`src/rtl/load_unit_fsm_if.sv`:
```
// Load unit handshake bundle: request, data-memory read and response channels.
// slave is the load unit's view, master is the surrounding pipeline/memory.
interface load_unit_fsm_if #(
  parameter int XLEN   = 64,
  parameter int ADDR_W = 64
);
  logic              req_valid;
  logic              req_ready;
  logic [2:0]        req_funct3;
  logic [ADDR_W-1:0] req_addr;
  logic [4:0]        req_rd;

  logic              mem_rd_en;
  logic [ADDR_W-1:0] mem_addr;
  logic              mem_rvalid;
  logic [XLEN-1:0]   mem_rdata;

  logic              resp_valid;
  logic              resp_ready;
  logic [XLEN-1:0]   resp_data;
  logic [4:0]        resp_rd;
  logic              resp_err;
  logic              resp_misaligned;

  modport slave (
    input  req_valid,
    input  req_funct3,
    input  req_addr,
    input  req_rd,
    input  mem_rvalid,
    input  mem_rdata,
    input  resp_ready,
    output req_ready,
    output mem_rd_en,
    output mem_addr,
    output resp_valid,
    output resp_data,
    output resp_rd,
    output resp_err,
    output resp_misaligned
  );

  modport master (
    output req_valid,
    output req_funct3,
    output req_addr,
    output req_rd,
    output mem_rvalid,
    output mem_rdata,
    output resp_ready,
    input  req_ready,
    input  mem_rd_en,
    input  mem_addr,
    input  resp_valid,
    input  resp_data,
    input  resp_rd,
    input  resp_err,
    input  resp_misaligned
  );
endinterface

```
`src/rtl/load_unit_fsm.sv`:
```
// Sequential RISC-V load unit: aligned word read, lane extract, sign/zero extend.
// LOAD_MISALIGN_TRAP_EN: trap misaligned accesses instead of forcing alignment.
module load_unit_fsm #(
  parameter int XLEN    = 64,
  parameter int ADDR_W  = 64,
  parameter int TIMEOUT = 16
) (
  input  logic clk,
  input  logic reset,
  load_unit_fsm_if.slave bus
);

  localparam int OW = $clog2(XLEN / 8);
  localparam int CW = (TIMEOUT > 0) ? $clog2(TIMEOUT + 1) : 1;

  typedef enum logic [1:0] {
    IDLE,
    ISSUE,
    WAIT,
    RESP
  } state_e;

  state_e            state_q;
  logic              req_ready_q;
  logic              mem_rd_en_q;
  logic [ADDR_W-1:0] mem_addr_q;
  logic              resp_valid_q;
  logic [XLEN-1:0]   resp_data_q;
  logic [4:0]        resp_rd_q;
  logic              resp_err_q;
  logic [2:0]        f3_q;
  logic [OW-1:0]     off_q;
  logic [CW-1:0]     cnt_q;

  logic [OW-1:0]     req_off;
  logic [OW-1:0]     off_d;
  logic [ADDR_W-1:0] addr_d;
  logic              illegal;

  logic [XLEN-1:0]   lane;
  logic [XLEN-1:0]   mask;
  logic [XLEN-1:0]   res_d;
  logic [6:0]        bits;
  logic              msb;
  logic              sgn;

  assign illegal = (bus.req_funct3 == 3'd7) ||
                   ((XLEN == 32) &&
                    ((bus.req_funct3 == 3'd3) ||
                     (bus.req_funct3 == 3'd6)));

  assign addr_d = {bus.req_addr[ADDR_W-1:OW], OW'(0)};

  // Offset rounded down to the natural alignment of the access size
  always_comb begin
    req_off = bus.req_addr[OW-1:0];
    off_d   = req_off;
    unique case (bus.req_funct3[1:0])
      2'd0:    off_d = req_off;
      2'd1:    off_d = req_off & ~OW'(1);
      2'd2:    off_d = req_off & ~OW'(3);
      default: off_d = '0;
    endcase
  end

`ifdef LOAD_MISALIGN_TRAP_EN
  logic misal;
  logic resp_misaligned_q;

  assign misal = (off_d != req_off);
  assign bus.resp_misaligned = resp_misaligned_q;
`else
  assign bus.resp_misaligned = 1'b0;
`endif

  always_comb begin
    lane = bus.mem_rdata >> {off_q, 3'b000};
    bits = 7'd8;
    msb  = 1'b0;
    sgn  = 1'b0;
    unique case (f3_q)
      3'd0: begin
        bits = 7'd8;
        msb  = lane[7];
        sgn  = 1'b1;
      end
      3'd1: begin
        bits = 7'd16;
        msb  = lane[15];
        sgn  = 1'b1;
      end
      3'd2: begin
        bits = 7'd32;
        msb  = lane[31];
        sgn  = 1'b1;
      end
      3'd4: bits = 7'd8;
      3'd5: bits = 7'd16;
      3'd6: bits = 7'd32;
      default: bits = 7'(XLEN);
    endcase
    // Shifting by XLEN yields an all-ones mask for full-width loads
    mask  = ~({XLEN{1'b1}} << bits);
    res_d = (lane & mask) | ((sgn && msb) ? ~mask : '0);
  end

  always_ff @(posedge clk) begin
    if (reset) begin
      state_q      <= IDLE;
      req_ready_q  <= 1'b1;
      mem_rd_en_q  <= 1'b0;
      mem_addr_q   <= '0;
      resp_valid_q <= 1'b0;
      resp_data_q  <= '0;
      resp_rd_q    <= '0;
      resp_err_q   <= 1'b0;
      f3_q         <= '0;
      off_q        <= '0;
      cnt_q        <= '0;
`ifdef LOAD_MISALIGN_TRAP_EN
      resp_misaligned_q <= 1'b0;
`endif
    end else begin
      unique case (state_q)
        IDLE: begin
          if (bus.req_valid) begin
            f3_q        <= bus.req_funct3;
            off_q       <= off_d;
            resp_rd_q   <= bus.req_rd;
            req_ready_q <= 1'b0;
            cnt_q       <= '0;
            resp_err_q  <= 1'b0;
            resp_data_q <= '0;
`ifdef LOAD_MISALIGN_TRAP_EN
            resp_misaligned_q <= 1'b0;
`endif
            if (illegal) begin
              state_q      <= RESP;
              resp_valid_q <= 1'b1;
              resp_err_q   <= 1'b1;
            end
`ifdef LOAD_MISALIGN_TRAP_EN
            else if (misal) begin
              state_q           <= RESP;
              resp_valid_q      <= 1'b1;
              resp_err_q        <= 1'b1;
              resp_misaligned_q <= 1'b1;
            end
`endif
            else begin
              state_q     <= ISSUE;
              mem_rd_en_q <= 1'b1;
              mem_addr_q  <= addr_d;
            end
          end
        end
        ISSUE: begin
          state_q     <= WAIT;
          mem_rd_en_q <= 1'b0;
        end
        WAIT: begin
          if (bus.mem_rvalid) begin
            state_q      <= RESP;
            resp_valid_q <= 1'b1;
            resp_data_q  <= res_d;
            resp_err_q   <= 1'b0;
            cnt_q        <= '0;
          end else if ((TIMEOUT > 0) &&
                       (32'(cnt_q) == TIMEOUT - 1)) begin
            state_q      <= RESP;
            resp_valid_q <= 1'b1;
            resp_data_q  <= '0;
            resp_err_q   <= 1'b1;
            cnt_q        <= '0;
          end else begin
            cnt_q <= cnt_q + CW'(1);
          end
        end
        RESP: begin
          if (bus.resp_ready) begin
            state_q      <= IDLE;
            resp_valid_q <= 1'b0;
            req_ready_q  <= 1'b1;
          end
        end
        default: state_q <= IDLE;
      endcase
    end
  end

  assign bus.req_ready  = req_ready_q;
  assign bus.mem_rd_en  = mem_rd_en_q;
  assign bus.mem_addr   = mem_addr_q;
  assign bus.resp_valid = resp_valid_q;
  assign bus.resp_data  = resp_data_q;
  assign bus.resp_rd    = resp_rd_q;
  assign bus.resp_err   = resp_err_q;

endmodule

```
`src/flat_wrapper.sv`:
```
// flat-port wrapper written by rule: the top's interface ports become plain ports
module load_unit_fsm_flat 
#(
  parameter int XLEN    = 64,
  parameter int ADDR_W  = 64,
  parameter int TIMEOUT = 16
)
  (clk, reset, bus_req_valid, bus_req_funct3, bus_req_addr, bus_req_rd, bus_mem_rvalid, bus_mem_rdata, bus_resp_ready, bus_req_ready, bus_mem_rd_en, bus_mem_addr, bus_resp_valid, bus_resp_data, bus_resp_rd, bus_resp_err, bus_resp_misaligned);
  load_unit_fsm_if #(.XLEN(XLEN), .ADDR_W(ADDR_W)) bus_i ();
  input  logic clk;
  input  logic reset;
  input wire logic [$bits(bus_i.req_valid)-1:0] bus_req_valid;
  input wire logic [$bits(bus_i.req_funct3)-1:0] bus_req_funct3;
  input wire logic [$bits(bus_i.req_addr)-1:0] bus_req_addr;
  input wire logic [$bits(bus_i.req_rd)-1:0] bus_req_rd;
  input wire logic [$bits(bus_i.mem_rvalid)-1:0] bus_mem_rvalid;
  input wire logic [$bits(bus_i.mem_rdata)-1:0] bus_mem_rdata;
  input wire logic [$bits(bus_i.resp_ready)-1:0] bus_resp_ready;
  output wire logic [$bits(bus_i.req_ready)-1:0] bus_req_ready;
  output wire logic [$bits(bus_i.mem_rd_en)-1:0] bus_mem_rd_en;
  output wire logic [$bits(bus_i.mem_addr)-1:0] bus_mem_addr;
  output wire logic [$bits(bus_i.resp_valid)-1:0] bus_resp_valid;
  output wire logic [$bits(bus_i.resp_data)-1:0] bus_resp_data;
  output wire logic [$bits(bus_i.resp_rd)-1:0] bus_resp_rd;
  output wire logic [$bits(bus_i.resp_err)-1:0] bus_resp_err;
  output wire logic [$bits(bus_i.resp_misaligned)-1:0] bus_resp_misaligned;
  assign bus_i.req_valid = bus_req_valid;
  assign bus_i.req_funct3 = bus_req_funct3;
  assign bus_i.req_addr = bus_req_addr;
  assign bus_i.req_rd = bus_req_rd;
  assign bus_i.mem_rvalid = bus_mem_rvalid;
  assign bus_i.mem_rdata = bus_mem_rdata;
  assign bus_i.resp_ready = bus_resp_ready;
  assign bus_req_ready = bus_i.req_ready;
  assign bus_mem_rd_en = bus_i.mem_rd_en;
  assign bus_mem_addr = bus_i.mem_addr;
  assign bus_resp_valid = bus_i.resp_valid;
  assign bus_resp_data = bus_i.resp_data;
  assign bus_resp_rd = bus_i.resp_rd;
  assign bus_resp_err = bus_i.resp_err;
  assign bus_resp_misaligned = bus_i.resp_misaligned;
  load_unit_fsm #(.XLEN(XLEN), .ADDR_W(ADDR_W), .TIMEOUT(TIMEOUT)) u_core (.clk(clk), .reset(reset), .bus(bus_i));
endmodule
```
`config.mk`:
```
export PLATFORM = sky130hd
export DESIGN_NAME = load_unit_fsm_flat
export DESIGN_NICKNAME = d
export VERILOG_FILES = /design/src/rtl/load_unit_fsm_if.sv /design/src/rtl/load_unit_fsm.sv /design/src/flat_wrapper.sv
export SDC_FILE = /design/constraint.sdc
export NUM_CORES = 1
export LEC_CHECK = 0
export ABC_AREA = 1
export CAP_MARGIN = 20
export CORE_MARGIN = 2
export CORE_UTILIZATION = 25
export DETAILED_ROUTE_END_ITERATION = 10
export GPL_TIMING_DRIVEN = 0
export PLACE_DENSITY = 0.58
export SLEW_MARGIN = 20
export SYNTH_ARGS = -nofsm -noshare
export SYNTH_HDL_FRONTEND = slang
export SYNTH_SLANG_ARGS = --single-unit
```
`constraint.sdc`:
```
create_clock -name clk -period 2.8 [get_ports clk]
set_input_delay 0.7 -clock clk [delete_from_list [all_inputs] [get_ports clk]]
set_output_delay 0.7 -clock clk [all_outputs]
set_load 0.005 [all_outputs]
```
* Word level (Yosys, flattened, before mapping)
Index checks and enable logic that the tools add are counted.
** Storage, ports and cells
- Output and inout port bits :: 138
- Logic and storage cells :: 91
- Register bits after elaboration :: 147
- Input port bits :: 141
** Operators by class
- Muxes and demuxes :: 35
- Equality and inequality tests :: 17
- Reduce and logical (&&, ||, !) cells :: 20
- Bitwise operators :: 5
- Add/subtract/negate cells :: 1
- Shift operators :: 2
** Operators by type and width (number)
- 64-bit 2-to-1 mux :: 4
- 64-bit inverter :: 2
- 64-bit case mux with 2 select lines :: 1
- 64-bit AND :: 1
- 64-bit bitwise OR :: 1
- 64-bit by 7-bit left shift with 64-bit output (first input constant) :: 1
- 64-bit by 6-bit >> shifter with 64-bit output :: 1
- 7-bit case mux with 3 select lines :: 1
- 5-bit 2-to-1 mux :: 3
- 3-bit AND reduction :: 5
- 1-bit 2-to-1 mux :: 13
- 3-bit == test (second input constant) :: 4
- 2-bit 2-to-1 mux :: 5
- 5-bit case mux with 2 select lines :: 1
- 3-bit case mux with 3 select lines :: 1
- 2-bit case mux with 4 select lines :: 1
- 2-bit == test (second input constant) :: 3
- 2-bit != test (second input constant) :: 3
- 1-bit case mux with 2 select lines :: 3
- 1-bit case mux with 3 select lines :: 2
- 2-bit nonzero test :: 3
- 2-bit OR reduction :: 3
- 5-bit by 1-bit adder with 5-bit output (second input constant) :: 1
- 5-bit by 4-bit == test with 1-bit output (second input constant) :: 1
- other kinds (13) :: 16

* Depth between registers and ports, before layout
- Depth in word-level cells :: 10
- Gate-level depth with buffers :: 12
- Gate-level depth less buffers :: 11

* Worst setup path after synthesis
OpenSTA, ideal clock, no wires.
- Kind :: input to register
- Start :: input port bus_req_valid
- End :: register u_core.resp_data_q[18], in the netlist u_core.bus.resp_data[18]
- Cell stages on the path :: 9
- Data required time :: 2.687 ns
- Data arrival time :: 1.670 ns
- Setup time :: 0.113 ns
- Path slack :: 1.017 ns
- Path buffers :: 2
- Cell sequence :: buf_2 -> nand2_2 -> o21ai_4 -> nand2_1 -> nand2_2 -> inv_2 -> buf_4 -> nand2_1 -> nand2_1
** On the way
- Longest elaborated chain between the ends :: 2
** Ends and longest elaborated chain
- start, declared :: line flat_wrapper.sv:12 : input wire logic [$bits(bus_i.req_valid)-1:0] bus_req_valid;
- 2-bit != test (no line)
- 3-bit AND reduction (no line)
- end signal, assigned :: line load_unit_fsm.sv:165 : resp_data_q <= res_d;
- end, declared :: line load_unit_fsm.sv:28 : logic [XLEN-1:0] resp_data_q;
No other way between the ends.
A chain may end at the register's enable or synchronous reset.

* Worst setup path in the final report
- Start :: register u_core.off_q[1]
- End :: register u_core.resp_data_q[23], in the netlist u_core.bus.resp_data[23]
** On the way
- Longest elaborated chain between the ends :: 7
- Elaborated cells between the ends (all ways) :: 8
- Classes of those cells :: shift (1); mux (4); bitwise (2); reduce/logical (1)
** Ends and longest elaborated chain
- start, declared :: line load_unit_fsm.sv:32 : logic [OW-1:0] off_q;
- start signal, assigned :: line load_unit_fsm.sv:118 : off_q <= '0;
- start signal, assigned :: line load_unit_fsm.sv:128 : off_q <= off_d;
- 64-bit by 6-bit >> shifter with 64-bit output * :: line load_unit_fsm.sv:77 : lane = bus.mem_rdata >> {off_q, 3'b000};
- 1-bit case mux with 3 select lines :: line load_unit_fsm.sv:81 : unique case (f3_q)
- 1-bit logical AND :: line load_unit_fsm.sv:104 : res_d = (lane & mask) | ((sgn && msb) ? ~mask : '0);
- 64-bit 2-to-1 mux :: line load_unit_fsm.sv:104
- 64-bit bitwise OR * :: line load_unit_fsm.sv:104
- 64-bit 2-to-1 mux * :: line load_unit_fsm.sv:162 : if (bus.mem_rvalid) begin
- 64-bit case mux with 2 select lines * :: line load_unit_fsm.sv:124 : unique case (state_q)
Mark *: on every way between the ends. The rest lies on a longest branch, timed or not.

==> results.md <==
* Critical-path cell with the highest stage delay: clkbuf_1
* Highest Clock Rate at between 400 and 500 MHz
* Number of CTS-inserted buffers at 17
* IO Port Bufs at roughly 270
* CTS Root Cell: clkbuf_16
* Global-route congestion overflow total at 0
* Post-layout min period at around 2.3 ns
* Number of enable-type register cells in the synthesized netlist at 0
* # nets final at approximately 1.6k
* Hold Violations, Final at 0
* Number of synthesized register bits at 147
* RSZ-0062 raised after global routing: false
* Placed Instance Area at between 0.01 and 0.015 sq mm
* Max transition margin at just under 50%
* Metal2 WL at about 15,000 um
* Max-capacitance violation count at 0
* Starting Density at about 26%
* Detailed-router iteration count before antenna repair at 5
* Longest individual stage delay on the worst path at 0.53 ns
* Worst path arrival time at roughly 2.6 ns
* Share of total power in sequential cells at between 30% and 40%
* Routed met1 length at around 13,000 um
* Power after layout at roughly 6.7 mW
* CTS H-tree depth at 4
* Cell-internal power at between 4 and 5 mW
* Final slew viol count at 0
* Path category of the worst min-delay check: reg -> reg
* Net switching power figure at 2.33 mW
* FFs w/ async S/R, synth at 0%
* Ratio of total power to cell area at a little under 600 mW/mm^2
* Buffer count from post-CTS setup fixing at 0
* Share of cells above drive strength 1 at about 6.5%
* List of cells traversed by the critical path: buf_2 > buf_2 > clkbuf_1 > nand3_1 > a31oi_1 > nor2_1 > nand2_1 > nand2_1
* Distinct cell type count after synthesis at 38
* Via count of the first global-routing pass at 8,873
* Total length of routed wires at approximately 33,000 um
* Share of total power consumed by net switching at a little over a third
* Met3 wire length at 3490 um
* Number of clock sinks seen by CTS at between 100 and 150
* HPWL Detailed at ~26,000 um
* Count of warnings emitted by yosys at 0
* Maximum number of pins on one net before global-route repair at 17
* Fin Setup TNS at 0 ns
* Per-instance average area after synthesis at between 6 and 7 sq um
* Gate count of the mapped netlist at around 1.2k
* Number of buffers between clock root and the deepest sink at 2
* Worst Setup End Kind: flop
* Summed area of non-filler cells in the final layout at between 0.01 and 0.015 sq mm
* Worst IR Drop VDD at a little over 0.4 mV
* Highest fanout seen on the critical path at 10
* Wire length of the first global-routing pass at between 50,000 and 60,000 um
* Result of the run: finished clean
* Number of rows in the core area at 63
* Number of antenna violations at the first check in global routing at 0
* Antenna Diode Count at 0
* X dimension of the die at 179 um
* Static leakage at about 4.8 nW
* Least-Margin Pin Slew at about 0.77 ns
* Detail-routed via count per cell at 4.84
* Area growth syn-to-layout at 50.0%
* ANT nets after route at 0
* CTS tree: done
* Data required time at the worst endpoint at approximately 3.1 ns
* Wire length per cell at 17.7 um
* Share of total power in combinational logic at 29.8%
* Post-detailed-route DRC marker count at 0
* Classification of the worst setup path: reg -> reg
* Uppermost metal layer occupied by signal nets: met4
* Area inside the core boundary at approximately 0.030 sq mm
* Total vias in the final route at about 9.0k
* Total GRT Usage at between 20% and 30%
* Share of the yosys chip area belonging to registers at between 30% and 40%
* Most used DFF post-synth: dfxtp_1
* Post_cts resized at 0
* Initial detailed-routing violation count at 704
* Crit share post-route at around four fifths
* Weighted congestion at the end of routability-driven global placement at about 0.97
* Tightest hold margin at around 0.45 ns
* Clock transition at the registers of the reported paths at roughly 0.08 ns
* Hold-fix buffers at CTS at 0
* Total die area at about 0.032 sq mm
* Critical Path Start Type: flop
* Clock Power Share at about a third
* Post-route insts no fill at between 1.5k and 2k
* I/O Pins at 279
* Setup clock skew after layout at approximately 0.016 ns
* Clock network latency to the later pin of the worst-skew pair at between 0.4 and 0.5 ns
* Die height at 179 um
* Setup violators final at 0
* Instance count after placement with tap cells included at roughly 1.8k
* Mapped Area at roughly 0.0076 sq mm
==> path summary, 6_finish.rpt <==
| path | from | to | slack [ns] | cells after the start |
|---|---|---|---|---|
| max | u_core.off_q[1] | u_core.bus.resp_data[23] | 0.51 | 8 |
| min | u_core.bus.resp_data[41] | u_core.bus.resp_data[41] | 0.45 | 2 |
| max reg2reg | u_core.off_q[1] | u_core.bus.resp_data[23] | 0.51 | 8 |
| min reg2reg | u_core.bus.resp_data[41] | u_core.bus.resp_data[41] | 0.45 | 2 |
==> registers in the layout, summed over array words and instances (netlist names) <==
register,cells
u_core.bus.mem_rd_en,1
u_core.bus.resp_err,1
u_core.f3_q,3
u_core.bus.resp_rd,5
u_core.bus.resp_valid,1
u_core.off_q,3
u_core.cnt_q,5
u_core.bus.resp_data,64
u_core.bus.mem_addr,61
u_core.state_q,2
u_core.bus.req_ready,1
==> metal layers <==
| layer | up-vias | GRT usage, % |
|---|---|---|
| met5 | - | 0 |
| met4 | 0 | 7.59 |
| met3 | 57 | 6.88 |
| met2 | 433 | 35.1 |
| met1 | 4116 | 24.5 |
| li1 | 4397 | - |
==> worst max-delay path, delay by kind of cell (launching register included) <==
kind | cells | cell delay [ns]
simple gates | 4 | 0.46
flops | 1 | 0.31
compound gates | 1 | 0.40
buf+inv | 3 | 1.03
==> layout by cell type (no fill, tap or decap), types with 6 or more instances in the layout <==
cell type / n
nand2_1: 424
a21oi_1: 125
ha_1: 6
clkbuf_16: 17
o211ai_1: 16
nand3_1: 144
dfxtp_1: 147
nor2_1: 71
inv_6: 6
inv_2: 7
clkbuf_1: 44
buf_2: 20
inv_1: 42
o21ai_0: 53
buf_4: 11
buf_6: 12
clkdlybuf4s50_1: 272
==> through the flow <==
step	utilization, %	setup slack (ns)
final	38.4	0.513
after detailed placement	36.4	0.223
after global placement	36.4	0.263
after CTS	38.4	0.609
after global routing	38.4	0.452
after floorplan	-	1.02
==> power groups by stage <==
| stage | combinational [mW] | clock (mW) | sequential, mW |
|---|---|---|---|
| 6_report | 1.98 | 2.34 | 2.34 |
| 5_1_grt | 2.18 | 2.49 | 2.36 |
| 4_1_cts | 1.98 | 2.41 | 2.34 |
| 3_5_place_dp | 1.97 | 0 | 2.39 |
| 3_3_place_gp | 1.96 | 0 | 2.38 |
| 2_1_floorplan | 1.05 | 0 | 2.39 |
==> Yosys cell counts (all sizes together) (5+ instances only) <==
cell type,n,area (sq um)
dfxtp,147,2940
a21oi,125,626
inv,49,184
nand3,147,751
nor2,72,273
o21ai,56,292
nand2,428,1620
ha,6,75.1
o211ai,16,120
clkbuf,43,161
o311ai,5,43.8
buf,46,329
==> kinds of logic after synthesis <==
| logic type | share of synthesized area [%] |
|---|---|
| compound gates | 15.1 |
| fa+ha+maj | 0.985 |
| buf+inv | 9.00 |
| flops | 38.6 |
| other cells | 0.0492 |
| simple gates | 36.3 |
==> layout make-up <==
class / count / area, sq um
Sequential cell: 147 / 2940
Clock buffer: 18 / 429
Clock inverter: 14 / 158
Buffer: 89 / 490
Inverter: 52 / 195
Multi-Input combinational cell: 880 / 4000
Timing Repair Buffer: 272 / 2720
Fill cell: 3159 / 18400
Tap cell: 390 / 488
No activity file was read; power rests on OpenSTA's default activity.
